### src/rtl/pipe_ctrl_n_if.sv
// Fetch-side instruction stream into the pipeline sequencer and the
// write-back stream out of its last stage.
interface pipe_ctrl_n_if #(
    parameter int PAYLOAD_W = 32,
    parameter int REG_AW    = 5
);
    logic                 in_valid;
    logic                 in_ready;
    logic [PAYLOAD_W-1:0] in_payload;
    logic [REG_AW-1:0]    in_rs;
    logic [REG_AW-1:0]    in_rt;
    logic [REG_AW-1:0]    in_rd;
    logic                 in_wen;
    logic                 in_is_load;

    logic                 out_valid;
    logic [PAYLOAD_W-1:0] out_payload;
    logic [REG_AW-1:0]    out_rd;
    logic                 out_wen;

    modport master (
        output in_valid, in_payload, in_rs, in_rt, in_rd, in_wen, in_is_load,
        input  in_ready,
        input  out_valid, out_payload, out_rd, out_wen
    );

    modport slave (
        input  in_valid, in_payload, in_rs, in_rt, in_rd, in_wen, in_is_load,
        output in_ready,
        output out_valid, out_payload, out_rd, out_wen
    );
endinterface

### src/rtl/pipe_ctrl_n.sv
// Generic in-order pipeline sequencer: inter-stage registers, load-use
// bubble insertion, forwarding selects, global hold, flush and counters.
module pipe_ctrl_n #(
    parameter int STAGES      = 5,
    parameter int PAYLOAD_W   = 32,
    parameter int REG_AW      = 5,
    parameter int LOAD_SHADOW = 1,
    parameter int FW          = $clog2(STAGES)
) (
    input  logic              clk,
    input  logic              reset,
    pipe_ctrl_n_if.slave      bus,
    input  logic              flush,
    input  logic              hold,
    output logic [FW-1:0]     fwd_a,
    output logic [FW-1:0]     fwd_b,
    output logic [STAGES-1:0] stage_valid,
    output logic [15:0]       stall_cnt,
    output logic [15:0]       flush_cnt
);

    typedef struct packed {
        logic                 valid;
        logic [PAYLOAD_W-1:0] payload;
        logic [REG_AW-1:0]    rs;
        logic [REG_AW-1:0]    rt;
        logic [REG_AW-1:0]    rd;
        logic                 wen;
        logic                 is_load;
    } stage_t;

    stage_t st [STAGES];
    stage_t fetch;
    stage_t bubble;
    logic   load_use;

    function automatic logic [15:0] sat_inc(input logic [15:0] c);
        return (c == 16'hFFFF) ? c : c + 16'd1;
    endfunction

    // NOTE: every variable written in always_comb gets a default first, so no
    // path leaves it unassigned and no latch is inferred.
    always_comb begin
        load_use = 1'b0;
        for (int k = 1; k <= LOAD_SHADOW; k++) begin
            if (st[k].valid && st[k].is_load && st[k].wen && st[k].rd != '0 &&
                (st[k].rd == st[0].rs || st[k].rd == st[0].rt))
                load_use = 1'b1;
        end
        load_use = load_use && st[0].valid;
    end

    // Walk from the oldest stage down so the youngest eligible producer wins.
    always_comb begin
        fwd_a = '0;
        fwd_b = '0;
        for (int k = STAGES - 1; k > LOAD_SHADOW; k--) begin
            if (st[0].valid && st[k].valid && st[k].wen && st[k].rd != '0) begin
                if (st[k].rd == st[0].rs) fwd_a = FW'(k);
                if (st[k].rd == st[0].rt) fwd_b = FW'(k);
            end
        end
    end

    always_comb begin
        fetch = '{valid: bus.in_valid, payload: bus.in_payload, rs: bus.in_rs,
                  rt: bus.in_rt, rd: bus.in_rd, wen: bus.in_wen,
                  is_load: bus.in_is_load};
        bubble       = st[0];
        bubble.valid = 1'b0;
        bubble.wen   = 1'b0;
    end

    always_comb begin
        stage_valid = '0;
        for (int k = 0; k < STAGES; k++) stage_valid[k] = st[k].valid;
    end

    assign bus.in_ready    = !hold && !flush && !load_use;
    assign bus.out_valid   = st[STAGES-1].valid;
    assign bus.out_payload = st[STAGES-1].payload;
    assign bus.out_rd      = st[STAGES-1].rd;
    assign bus.out_wen     = st[STAGES-1].valid && st[STAGES-1].wen;

    // NOTE: sequential state uses non-blocking assignments only, so every
    // stage samples its neighbour's pre-edge value regardless of loop order.
    always_ff @(posedge clk or negedge reset) begin
        if (!reset) begin
            // NOTE: the stage array is reset field by field (payload and
            // indices included) because reset must discard all in-flight work.
            for (int k = 0; k < STAGES; k++) st[k] <= '0;
            stall_cnt <= '0;
            flush_cnt <= '0;
        end else if (hold) begin
            // A flush arriving during hold still kills stage 0.
            if (flush) begin
                st[0].valid <= 1'b0;
                if (st[0].valid) flush_cnt <= sat_inc(flush_cnt);
            end
        end else begin
            for (int k = STAGES - 1; k >= 2; k--) st[k] <= st[k-1];
            if (flush) begin
                st[1]       <= bubble;
                st[0].valid <= 1'b0;
                if (st[0].valid) flush_cnt <= sat_inc(flush_cnt);
            end else if (load_use) begin
                st[1]     <= bubble;
                stall_cnt <= sat_inc(stall_cnt);
            end else begin
                st[1] <= st[0];
                st[0] <= fetch;
            end
        end
    end

endmodule

### src/flat_wrapper.sv
// flat-port wrapper written by rule: the top's interface ports become plain ports
module pipe_ctrl_n_flat 
#(
    parameter int STAGES      = 5,
    parameter int PAYLOAD_W   = 32,
    parameter int REG_AW      = 5,
    parameter int LOAD_SHADOW = 1,
    parameter int FW          = $clog2(STAGES)
)
  (clk, reset, flush, hold, fwd_a, fwd_b, stage_valid, stall_cnt, flush_cnt, bus_in_valid, bus_in_payload, bus_in_rs, bus_in_rt, bus_in_rd, bus_in_wen, bus_in_is_load, bus_in_ready, bus_out_valid, bus_out_payload, bus_out_rd, bus_out_wen);
  pipe_ctrl_n_if #(.PAYLOAD_W(PAYLOAD_W), .REG_AW(REG_AW)) bus_i ();
  input  logic clk;
  input  logic reset;
  input  logic flush;
  input  logic hold;
  output logic [FW-1:0] fwd_a;
  output logic [FW-1:0] fwd_b;
  output logic [STAGES-1:0] stage_valid;
  output logic [15:0] stall_cnt;
  output logic [15:0] flush_cnt;
  input wire logic [$bits(bus_i.in_valid)-1:0] bus_in_valid;
  input wire logic [$bits(bus_i.in_payload)-1:0] bus_in_payload;
  input wire logic [$bits(bus_i.in_rs)-1:0] bus_in_rs;
  input wire logic [$bits(bus_i.in_rt)-1:0] bus_in_rt;
  input wire logic [$bits(bus_i.in_rd)-1:0] bus_in_rd;
  input wire logic [$bits(bus_i.in_wen)-1:0] bus_in_wen;
  input wire logic [$bits(bus_i.in_is_load)-1:0] bus_in_is_load;
  output wire logic [$bits(bus_i.in_ready)-1:0] bus_in_ready;
  output wire logic [$bits(bus_i.out_valid)-1:0] bus_out_valid;
  output wire logic [$bits(bus_i.out_payload)-1:0] bus_out_payload;
  output wire logic [$bits(bus_i.out_rd)-1:0] bus_out_rd;
  output wire logic [$bits(bus_i.out_wen)-1:0] bus_out_wen;
  assign bus_i.in_valid = bus_in_valid;
  assign bus_i.in_payload = bus_in_payload;
  assign bus_i.in_rs = bus_in_rs;
  assign bus_i.in_rt = bus_in_rt;
  assign bus_i.in_rd = bus_in_rd;
  assign bus_i.in_wen = bus_in_wen;
  assign bus_i.in_is_load = bus_in_is_load;
  assign bus_in_ready = bus_i.in_ready;
  assign bus_out_valid = bus_i.out_valid;
  assign bus_out_payload = bus_i.out_payload;
  assign bus_out_rd = bus_i.out_rd;
  assign bus_out_wen = bus_i.out_wen;
  pipe_ctrl_n #(.STAGES(STAGES), .PAYLOAD_W(PAYLOAD_W), .REG_AW(REG_AW), .LOAD_SHADOW(LOAD_SHADOW), .FW(FW)) u_core (.clk(clk), .reset(reset), .bus(bus_i), .flush(flush), .hold(hold), .fwd_a(fwd_a), .fwd_b(fwd_b), .stage_valid(stage_valid), .stall_cnt(stall_cnt), .flush_cnt(flush_cnt));
endmodule
### config.mk
export PLATFORM = sky130hd
export DESIGN_NAME = pipe_ctrl_n_flat
export DESIGN_NICKNAME = d
export VERILOG_FILES = /design/src/rtl/pipe_ctrl_n_if.sv /design/src/rtl/pipe_ctrl_n.sv /design/src/flat_wrapper.sv
export SDC_FILE = /design/constraint.sdc
export NUM_CORES = 1
export LEC_CHECK = 0
export ABC_CLOCK_PERIOD_IN_PS = 2600
export BUFFER_PORTS_ARGS = -buffer_cell sky130_fd_sc_hd__buf_2
export CORE_ASPECT_RATIO = 1.75
export CORE_MARGIN = 3
export CORE_UTILIZATION = 30
export DETAILED_ROUTE_END_ITERATION = 7
export PLACE_DENSITY = 0.47
export SYNTH_ARGS = -nofsm -noshare
export SYNTH_HDL_FRONTEND = slang
export SYNTH_SLANG_ARGS = --single-unit
### constraint.sdc
create_clock -name clk -period 2.6 [get_ports clk]
set_input_delay 0 -clock clk [delete_from_list [all_inputs] [get_ports clk]]
set_output_delay 0 -clock clk [all_outputs]
set_load 0.005 [all_outputs]
==> metrics.log <==
[metrics] CTS buffer count: 25
[metrics] vias in the first global route: around 6300
[metrics] run status: complete, no violations
[metrics] Hold Crit Class: input pin to asynchronous set/reset pin
[metrics] number of slew-limit violations in the final report: 0
[metrics] global route total overflow: 0
[metrics] unrepaired setup endpoints after global routing: no
[metrics] most instantiated library cell after synthesis: sky130_fd_sc_hd__dfrtp_1
[metrics] Post-Syn Nets: 779
[metrics] maximum number of pins on one net before global-route repair: 102
[metrics] number of diodes added for antenna fixing: 0
[metrics] number of nets in the layout: a little over 900
[metrics] Yosys warning count: 0
[metrics] static leakage: roughly 5.8 nW
[metrics] number of placed I/O pins: 137
[metrics] via total after detailed routing: ~6000
[metrics] leading register cell type out of synthesis: sky130_fd_sc_hd__dfrtp_1
[metrics] maximum fanout count along the critical path: 13
[metrics] per-cell routed wire length: 16.05 microns
[metrics] overall routing resource usage: 11.76%
[metrics] core area: 33960 sq um
[metrics] list of most frequent post-synthesis cells: 239 x sky130_fd_sc_hd__dfrtp_1, 158 x sky130_fd_sc_hd__mux2_2, 51 x sky130_fd_sc_hd__xor2_1, 48 x sky130_fd_sc_hd__mux2_4, 42 x sky130_fd_sc_hd__buf_4
[metrics] Worst EP arrival: between 2000 and 2500 ps
[metrics] sequence of cells on the critical path: or4_4 -> o2111a_2 -> nand2_2 -> o21a_4 -> buf_12 -> buf_2
[metrics] count of placed standard cells including taps: 1248
[metrics] remaining max-slew budget at the tightest pin: 54.69%
[metrics] CTS max path bufs: 3
[metrics] number of max-cap violations: 0
[metrics] insertion delay of the later-clocked pin in the worst-skew pair: 520 ps
[metrics] DP Wirelength: 14050 microns
[metrics] first-pass GRT wire length: 35300 microns
[metrics] main area contributors after synthesis: sky130_fd_sc_hd__dfrtp_1 58%, sky130_fd_sc_hd__mux2_2 17%, sky130_fd_sc_hd__mux2_4 6.9%, sky130_fd_sc_hd__xor2_1 4.3%, sky130_fd_sc_hd__buf_4 3.0%
[metrics] Slowest Stage Delay on Critical Path: 580 ps
[metrics] Total Routed Length: between 20000 and 25000 microns
[metrics] Die X: 146.6 microns
[metrics] post-detailed-route DRC marker count: 0
[metrics] number of placement rows: between 80 and 90
[metrics] layout-stage area growth over the synthesis result: 22.27%
[metrics] area share of the leading cell type in the synthesized netlist: 57.59%
[metrics] initial drt markers: ~110
[metrics] clock root buffer: sky130_fd_sc_hd__clkbuf_16
[metrics] post-CTS clock slew at the launch and capture registers of the worst setup and hold paths: ~60 ps
[metrics] initial core utilization: 30.58%
[metrics] final sum of negative setup slack: 0 ps
[metrics] CP Data Required Time: around 2600 ps
[metrics] async set-reset flop share out of synthesis: 100.0%
[metrics] critical path start-end classification: flip-flop to output port
[metrics] cell type contributing the most total cell area after synthesis: sky130_fd_sc_hd__dfrtp_1
[metrics] Power Dens Cells: 826.0 nW/um^2
[metrics] layout cells sized above 1: 45.13%
[metrics] Die Outline Area: 36970 sq um
[metrics] summed instance area of the synthesized netlist: roughly 10000 sq um
[metrics] setup clock skew after layout: 11.36 ps
[metrics] height of the die: 252.1 microns
[metrics] sequential fraction of the synthesis area: 57.59%
[metrics] part of the cycle the worst path needs: 94.56%
[metrics] TritonCTS Sinks: roughly 240
[metrics] Least-Margin Pin Slew: roughly 680 ps
[metrics] number of antenna-violating nets in the routed design: 0
[metrics] element type at the critical path end: output port
[metrics] gp weighted congestion: around 0.80
[metrics] synthesized instance count: 723
[metrics] number of search-and-repair iterations in the first detailed-routing pass: 4
[metrics] count of flip-flops with a built-in enable after synthesis: 0
[metrics] minimum clock period after layout: 2459 ps
[metrics] Top delay family on crit path: simple AND/OR/NAND/NOR gates
[metrics] count of buffers from port buffering: 136
[metrics] CP max stage cell: sky130_fd_sc_hd__or4_4
[metrics] initial antenna violation count: 0
[metrics] per-instance average area after synthesis: 14.36 sq um
[metrics] highest clock rate: 0.4067 GHz
[metrics] IR drop worst, VDD: 0.0005291 V
[metrics] count of state elements after synthesis: 239
[metrics] CTS tree: yes
[metrics] number of distinct library cells after synthesis: 39
[metrics] non-filler instance count after layout: roughly 1300
[metrics] final count of hold timing violations: 0
[metrics] setup ws final: 141.5 ps
[metrics] CTS H-tree depth: 1
[metrics] final number of setup-violating endpoints: 0
[metrics] worst path buffer plus inverter count: 2
[metrics] CP Launch Type: flip-flop
[metrics] Via density: around 4.4
[metrics] worst setup timing slack at the placement stage: 208.0 ps
-- state kept, by name (all words and copies together) (netlist names) --
register and flops:
u_core.st 117, u_core.bubble 48, u_core.bus.out_payload 32, u_core.flush_cnt 16, u_core.stall_cnt 16, u_core.bus.out_rd 5
u_core.stage_valid 4, u_core.bus.out_valid 1
-- worst register-to-register path, stage by stage, from the launching register on --
cell and delay, ps:
sky130_fd_sc_hd__dfrtp_1 430, sky130_fd_sc_hd__or4_4 580, sky130_fd_sc_hd__o2111ai_1 350, sky130_fd_sc_hd__nor2_1 100, sky130_fd_sc_hd__o31a_1 240, sky130_fd_sc_hd__dlygate4sd3_1 550
-- cells in the final DEF, fill, tap and decap left out, types with 5 or more instances in the layout --
cell / instances
sky130_fd_sc_hd__a21oi_1: 5
sky130_fd_sc_hd__and3_1: 7
sky130_fd_sc_hd__buf_12: 5
sky130_fd_sc_hd__buf_2: 134
sky130_fd_sc_hd__buf_4: 8
sky130_fd_sc_hd__clkbuf_1: 6
sky130_fd_sc_hd__clkbuf_16: 25
sky130_fd_sc_hd__clkbuf_8: 6
sky130_fd_sc_hd__dfrtp_1: 239
sky130_fd_sc_hd__dlygate4sd3_1: 54
sky130_fd_sc_hd__mux2_2: 158
sky130_fd_sc_hd__mux2_4: 48
sky130_fd_sc_hd__nand2_1: 10
sky130_fd_sc_hd__nand3_1: 20
sky130_fd_sc_hd__nand4_1: 10
sky130_fd_sc_hd__nor2_1: 14
sky130_fd_sc_hd__nor3_1: 18
sky130_fd_sc_hd__nor4_1: 8
sky130_fd_sc_hd__xnor2_1: 18
sky130_fd_sc_hd__xor2_1: 51
-- cell type report --
type                            count  area (sq um)
Clock buffer                       37         730.7
Inverter                            4         15.01
Tap cell                          455         569.3
Sequential cell                   239          5981
Fill cell                        3289         21270
Multi-Input combinational cell    401          3854
Clock inverter                      8         117.6
Timing Repair Buffer              204          1430
-- routing by layer --
metal  track usage, %  wire, microns
met4            4.306            581
met3            1.956            910
met2            21.19          11320
met5                0              0
met1            14.05           8828
-- per-stage QoR --
stage                     total power, mW  hold WS (ps)  utilization (%)  cell area, sq um
after floorplan                     6.376        -295.6                -             10390
after global placement              6.797         59.45            33.19             11270
after detailed placement            6.853         60.51            33.19             11270
after CTS                           10.76         84.44            37.38             12700
after global routing                11.13         107.1            37.38             12700
final                               10.49         72.18            37.38             12700
-- worst paths after layout --
kind                                                  start                                 to  slack [ps]  cells past startpoint
min                                                   reset      u_core.bubble[10]$_DFFE_PN0P_          70                      2
max                              u_core.st[152]$_DFFE_PN0N_                       bus_in_ready         140                      6
max in group asynchronous                             reset         u_core.st[174]$_DFFE_PN0N_        1670                      3
min reg2reg                u_core.flush_cnt[13]$_DFFE_PN0P_   u_core.flush_cnt[13]$_DFFE_PN0P_         490                      1
max reg2reg                      u_core.st[152]$_DFFE_PN0N_  u_core.stage_valid[0]$_DFFE_PN0P_         230                      5
min in group clk                         bus_in_payload[13]      u_core.bubble[30]$_DFFE_PN0P_         240                      3
-- cells by family (layout without fill, tap and decap cells) --
group	after synthesis	after routing	share of synthesized area [%]
flops	239	239	57.59
mux	206	206	24.07
simple gates	101	101	5.181
buf+inv	83	253	5.410
xor+xnor	69	69	5.819
compound gates	23	23	1.687
fa+ha+maj	2	2	0.2409
-- report_power, final --
group	total (mW)	leakage, nW	switching (mW)	internal, mW
combinational	1.73	2.49	0.641	1.09
sequential	5.06	2.90	0.561	4.50
clock	3.70	0.416	1.46	2.24
-- repair_timing --
item / CTS / global route
setup buffers: 0 / 0
hold buffers: 54 / 0
hold endpoints to repair: 143 / 0
endpoints found under the setup margin: 1 / 0
resized for setup: 1 / 0
Power figures use the tool's default switching activity.
